### src/rtl/mdu_ctrl.sv
// mdu_ctrl: multiply/divide sequencer for the E stage. Owns HI/LO, runs
// multi-cycle mult/multu/div/divu and raises MDStall toward the hazard unit.
// The result is computed when the op is accepted, held in a pending pair,
// and committed to HI/LO on the edge where the busy counter reaches zero.
// Build option: define MDU_DIV_EN to include the divider (div/divu).
// Without it, ops 3/4 behave as no-ops and never stall.
module mdu_ctrl #(
  parameter int MULT_CYCLES = 5,
  parameter int DIV_CYCLES  = 10
) (
  input  logic        clk,
  input  logic        reset,
  input  logic [2:0]  MDOp,
  input  logic        start,
  input  logic [31:0] A,
  input  logic [31:0] B,
  input  logic        md_pending,
  output logic [31:0] HI,
  output logic [31:0] LO,
  output logic        busy,
  output logic        MDStall
);

  localparam logic [3:0] MULT_LOAD = 4'(MULT_CYCLES);
  localparam logic [3:0] DIV_LOAD  = 4'(DIV_CYCLES);

  logic [3:0]  count_q, count_d;
  logic [31:0] hi_q, hi_d, lo_q, lo_d;
  logic [31:0] pend_hi_q, pend_hi_d, pend_lo_q, pend_lo_d;
  logic        pend_wr_q, pend_wr_d;
  logic        is_mul, is_div, is_mthi, is_mtlo, long_op;
  logic [63:0] mul_res;
`ifdef MDU_DIV_EN
  logic [63:0] div_res;
`endif

  // Full 64-bit product; signed operands are sign-extended so one
  // 64-bit multiply covers both mult and multu.
  function automatic logic [63:0] mul_full(input logic [31:0] a,
                                           input logic [31:0] b,
                                           input logic        is_signed);
    logic [63:0] ax, bx;
    ax = {{32{is_signed & a[31]}}, a};
    bx = {{32{is_signed & b[31]}}, b};
    return ax * bx;
  endfunction

`ifdef MDU_DIV_EN
  // Returns {remainder, quotient}. Signed divide works on magnitudes:
  // quotient truncates toward zero, remainder takes the dividend's sign.
  // A zero divisor is forced to 1 here; the caller discards that result.
  function automatic logic [63:0] div_full(input logic [31:0] a,
                                           input logic [31:0] b,
                                           input logic        is_signed);
    logic        neg_a, neg_b;
    logic [31:0] a_mag, b_mag, q_mag, r_mag, q_out, r_out;
    neg_a = is_signed & a[31];
    neg_b = is_signed & b[31];
    a_mag = neg_a ? (~a + 32'd1) : a;
    b_mag = neg_b ? (~b + 32'd1) : b;
    if (b_mag == 32'd0) b_mag = 32'd1;
    q_mag = a_mag / b_mag;
    r_mag = a_mag % b_mag;
    q_out = (neg_a ^ neg_b) ? (~q_mag + 32'd1) : q_mag;
    r_out = neg_a ? (~r_mag + 32'd1) : r_mag;
    return {r_out, q_out};
  endfunction
`endif

  // Decode the qualified E-stage op.
  always_comb begin
    is_mul  = start & ((MDOp == 3'd1) | (MDOp == 3'd2));
`ifdef MDU_DIV_EN
    is_div  = start & ((MDOp == 3'd3) | (MDOp == 3'd4));
`else
    is_div  = 1'b0;
`endif
    is_mthi = start & (MDOp == 3'd5);
    is_mtlo = start & (MDOp == 3'd6);
    long_op = is_mul | is_div;
  end

  // State register: busy counter and architectural HI/LO.
  always_ff @(posedge clk) begin
    if (reset) begin
      count_q   <= 4'd0;
      hi_q      <= 32'd0;
      lo_q      <= 32'd0;
      pend_wr_q <= 1'b0;
    end else begin
      count_q   <= count_d;
      hi_q      <= hi_d;
      lo_q      <= lo_d;
      pend_wr_q <= pend_wr_d;
    end
  end

  // Pending result pair; only meaningful while pend_wr_q and count are live.
  always_ff @(posedge clk) begin
    pend_hi_q <= pend_hi_d;
    pend_lo_q <= pend_lo_d;
  end

  // Next state: accept ops only when idle, count down and commit when running.
  always_comb begin
    count_d   = count_q;
    hi_d      = hi_q;
    lo_d      = lo_q;
    pend_hi_d = pend_hi_q;
    pend_lo_d = pend_lo_q;
    pend_wr_d = pend_wr_q;
    mul_res   = mul_full(A, B, MDOp == 3'd1);
`ifdef MDU_DIV_EN
    div_res   = div_full(A, B, MDOp == 3'd3);
`endif
    if (count_q == 4'd0) begin
      if (is_mul) begin
        pend_hi_d = mul_res[63:32];
        pend_lo_d = mul_res[31:0];
        pend_wr_d = 1'b1;
        count_d   = MULT_LOAD;
`ifdef MDU_DIV_EN
      end else if (is_div) begin
        pend_hi_d = div_res[63:32];
        pend_lo_d = div_res[31:0];
        // Divide by zero still occupies the unit but leaves HI/LO alone.
        pend_wr_d = (B != 32'd0);
        count_d   = DIV_LOAD;
`endif
      end else if (is_mthi) begin
        hi_d = A;
      end else if (is_mtlo) begin
        lo_d = A;
      end
    end else begin
      // Any start seen here is ignored: the stall should have blocked it.
      count_d = count_q - 4'd1;
      if ((count_q == 4'd1) && pend_wr_q) begin
        hi_d = pend_hi_q;
        lo_d = pend_lo_q;
      end
    end
  end

  // Outputs: busy flag and combinational stall request.
  always_comb begin
    busy    = (count_q != 4'd0);
    MDStall = md_pending & (busy | long_op);
    HI      = hi_q;
    LO      = lo_q;
  end

endmodule

### config.mk
export PLATFORM = sky130hd
export DESIGN_NAME = mdu_ctrl
export DESIGN_NICKNAME = d
export VERILOG_FILES = /design/src/rtl/mdu_ctrl.sv
export SDC_FILE = /design/constraint.sdc
export NUM_CORES = 2
export LEC_CHECK = 0
export BUFFER_PORTS_ARGS = -buffer_cell sky130_fd_sc_hd__buf_2
export CAP_MARGIN = 20
export CORE_MARGIN = 5
export CORE_UTILIZATION = 38
export CTS_BUF_LIST = sky130_fd_sc_hd__clkbuf_4 sky130_fd_sc_hd__clkbuf_8
export CTS_CLUSTER_DIAMETER = 40
export DETAILED_ROUTE_END_ITERATION = 16
export MAX_ROUTING_LAYER = met4
export SLEW_MARGIN = 20
export SYNTH_ARGS = -nofsm -noshare
export SYNTH_HDL_FRONTEND = slang
export SYNTH_SLANG_ARGS = --single-unit
### constraint.sdc
create_clock -name clk -period 13 [get_ports clk]
set_input_delay 0.65 -clock clk [delete_from_list [all_inputs] [get_ports clk]]
set_output_delay 0.65 -clock clk [all_outputs]
set_load 0.02 [all_outputs]
==> results.py <==
metrics = {
    "status": {
        "status": "completed",
    },
    "drt": {
        "route.detailed.drc": 0,
        "avgViaCountPerCell": 5.004,
        "drtAntennaViolNets": 0,
        "first_pass_iters": 5,
        "num_vias": 30360,
        "wl_per_cell_um": 20.00,
        "wl_um": 121400,
        "drt_first_iter_violations": 2129,
    },
    "cts": {
        "clockBufferDepth": 2,
        "clock_latency_ns": 0.45,
        "cts_tree": "yes",
        "cts_buffers": 17,
        "ctsRootBufferMaster": "clkbuf_8",
        "clkSinkCount": 133,
        "postCtsResizedCells": 0,
        "htree_levels": 4,
        "postCtsHoldBufs": 0,
        "postCtsSetupBuffers": 0,
        "path_clk_slew_ns": 0.08,
    },
    "synthesis": {
        "synthFlopType": "dfxtp_1",
        "synth_top_area_share": 0.5280,
        "ys_warn_count": 0,
        "synth_common_cells": "1134 x inv_1, 1125 x fa_1, 798 x nand2_1",
        "syn_avg_cell_area_um2": 9.267,
        "synth_cell_type_count": 68,
        "yosysSeqAreaShare": 0.07744,
        "async_flop_share": 0,
        "synth_fp_nets": 6011,
        "synth_seq_cells": 133,
        "synthCells": 4603,
        "synth_edf_count": 64,
        "synth_top_area_cell": "fa_1",
        "synth_top_cells_by_area": "fa_1 53%, inv_1 10%, nand2_1 7.0%",
        "synth_most_common_cell": "inv_1",
        "synth.cell_area_um2": 42660,
    },
    "placed_design": {
        "post-place-ws_ns": 3.159,
        "place_congestion": 0.8928,
        "place_area_um2": 44580,
        "dp_hpwl_um": 95790,
        "portBuffers": 136,
    },
    "sta": {
        "clock_skew_ns": 0.01114,
        "worst_hold_slack_ns": 0.5007,
        "max_freq_ghz": 0.1073,
        "rsz0062_at_grt": "false",
        "hold_violations": 0,
        "finalSetupTns_ns": 0,
        "period_share": 0.7172,
        "slew_headroom": 0.2759,
        "period_minus_slack_ns": 9.324,
        "setup_viol": 0,
        "drv_slew": 0,
        "tightest_slew_ns": 1.086,
        "layout_setup_ws_ns": 3.676,
    },
    "critical_path": {
        "crit_path_top_delay_cell": "fa_1",
        "cp_common_cell": "fa_1",
        "max_stage_delay_ns": 1.04,
        "cp_max_fo": 21,
        "crit_type": "in2reg",
        "required_ns": 13.21,
        "reg2reg_depth": 7,
        "setup.worst_path.end_class": "flip-flop",
        "worstPathArrival_ns": 9.53,
        "start_kind": "input pin",
    },
    "global_route": {
        "grt_max_degree": 69,
        "antenna_found_initial": 14,
        "grt_pass1_vias": 33420,
        "grt_overflow": 0,
        "grt_pass1_wl_um": 193200,
        "track_usage": 0.2127,
    },
    "floorplan": {
        "die_area_um2": 119100,
        "chipHeight_um": 345.0,
        "coreArea_um2": 112000,
        "num_rows": 123,
        "die_w_um": 345.0,
        "initial_utilization": 0.3807,
        "io-pin-count": 137,
    },
    "hold_path": {
        "hold_path_class": "reg2reg",
        "holdPathStages": 2,
    },
    "flow_run": {
        "cap_violations": 0,
    },
    "final_layout": {
        "fin_area_um2": 45040,
        "final_nets": 5956,
        "n_fill_cell": 11290,
        "area_growth_pct": 5.600,
        "regArea_um2": 3303,
        "drive_above_1_share": 0.05262,
        "multi_input_area_um2": 34200,
    },
}
[cells by family after synthesis]
group,share of synthesized area
XOR/XNOR,0.01540
AO/OA/AOI/OAI,0.05083
AND/OR/NAND/NOR,0.1440
buffers and inverters,0.1217
flip-flops,0.07744
multiplexers,0.0004693
adder cells (fa/ha/maj),0.5902
[area by class of cell]
type	count	area share
multi-input combinational	3090	0.7591
inverter	1134	0.09450
sequential	133	0.07333
tap	1500	0.04167
timing repair buffer	172	0.02111
clock buffer	19	0.005667
clock inverter	13	0.004250
antenna	6	0.0003333
[routing by layer]
metal	global-route usage	share of wire	vias up
li1	-	-	13250
met1	0.2821	0.42	15800
met2	0.3366	0.47	1081
met3	0.03173	0.069	232
met4	0.07356	0.041	0
met5	-	0	-
[worst max-delay path: cells and delay by family]
family	cells	cell delay, ns
AO/OA/AOI/OAI	6	1.43
buffers and inverters	7	1.24
XOR/XNOR	1	0.07
adder cells (fa/ha/maj)	9	5.03
AND/OR/NAND/NOR	4	1.08
[path summary, 6_finish.rpt]
kind / from / slack, ns / to
min reg2reg: LO[26]$_SDFFE_PP0P_ / 0.50 / LO[26]$_SDFFE_PP0P_
min: LO[26]$_SDFFE_PP0P_ / 0.50 / LO[26]$_SDFFE_PP0P_
max: MDOp[1] / 3.68 / pend_hi_q[31]$_DFFE_PP_
max reg2reg: count_q[3]$_SDFFE_PP0N_ / 10.66 / LO[13]$_SDFFE_PP0P_
[metrics by stage]
| step | utilization | instances |
|---|---|---|
| CTS | 0.4019 | 6061 |
| finish | 0.4020 | 6067 |
| detailed placement | 0.3979 | 6029 |
| global route | 0.4020 | 6067 |
| global placement | 0.3979 | 6029 |
| floorplan | - | 4603 |
[flip-flops by register name, summed over array words and instances, names as in the netlist]
signal	cells
count_q	4
pend_wr_q	1
HI	32
pend_lo_q	32
pend_hi_q	32
LO	32
[cells in the final DEF, fill, tap and decap left out, drive strengths merged, types with 5 or more instances in the layout]
| cell type | Yosys | final |
|---|---|---|
| nand2b | 7 | 7 |
| and2 | 329 | 329 |
| buf | 10 | 172 |
| xor2 | 23 | 23 |
| inv | 1134 | 1141 |
| nand2 | 798 | 798 |
| diode | 0 | 6 |
| nand4 | 9 | 9 |
| fa | 1125 | 1125 |
| nor2 | 131 | 131 |
| clkbuf | 236 | 19 |
| o21ai | 34 | 34 |
| or2 | 10 | 10 |
| ha | 212 | 212 |
| a211oi | 73 | 73 |
| and3 | 25 | 25 |
| a21o | 28 | 28 |
| nor4 | 5 | 5 |
| a21oi | 126 | 126 |
| nand3 | 13 | 13 |
| edfxtp | 64 | 64 |
| dfxtp | 69 | 69 |
| nor3 | 14 | 14 |
| xnor2 | 52 | 52 |
| a31oi | 7 | 7 |
| a21boi | 5 | 5 |
| o21bai | 11 | 11 |
Power is not shown: default switching activity piles up to over one toggle a cycle in this logic, so the estimate is an artifact.
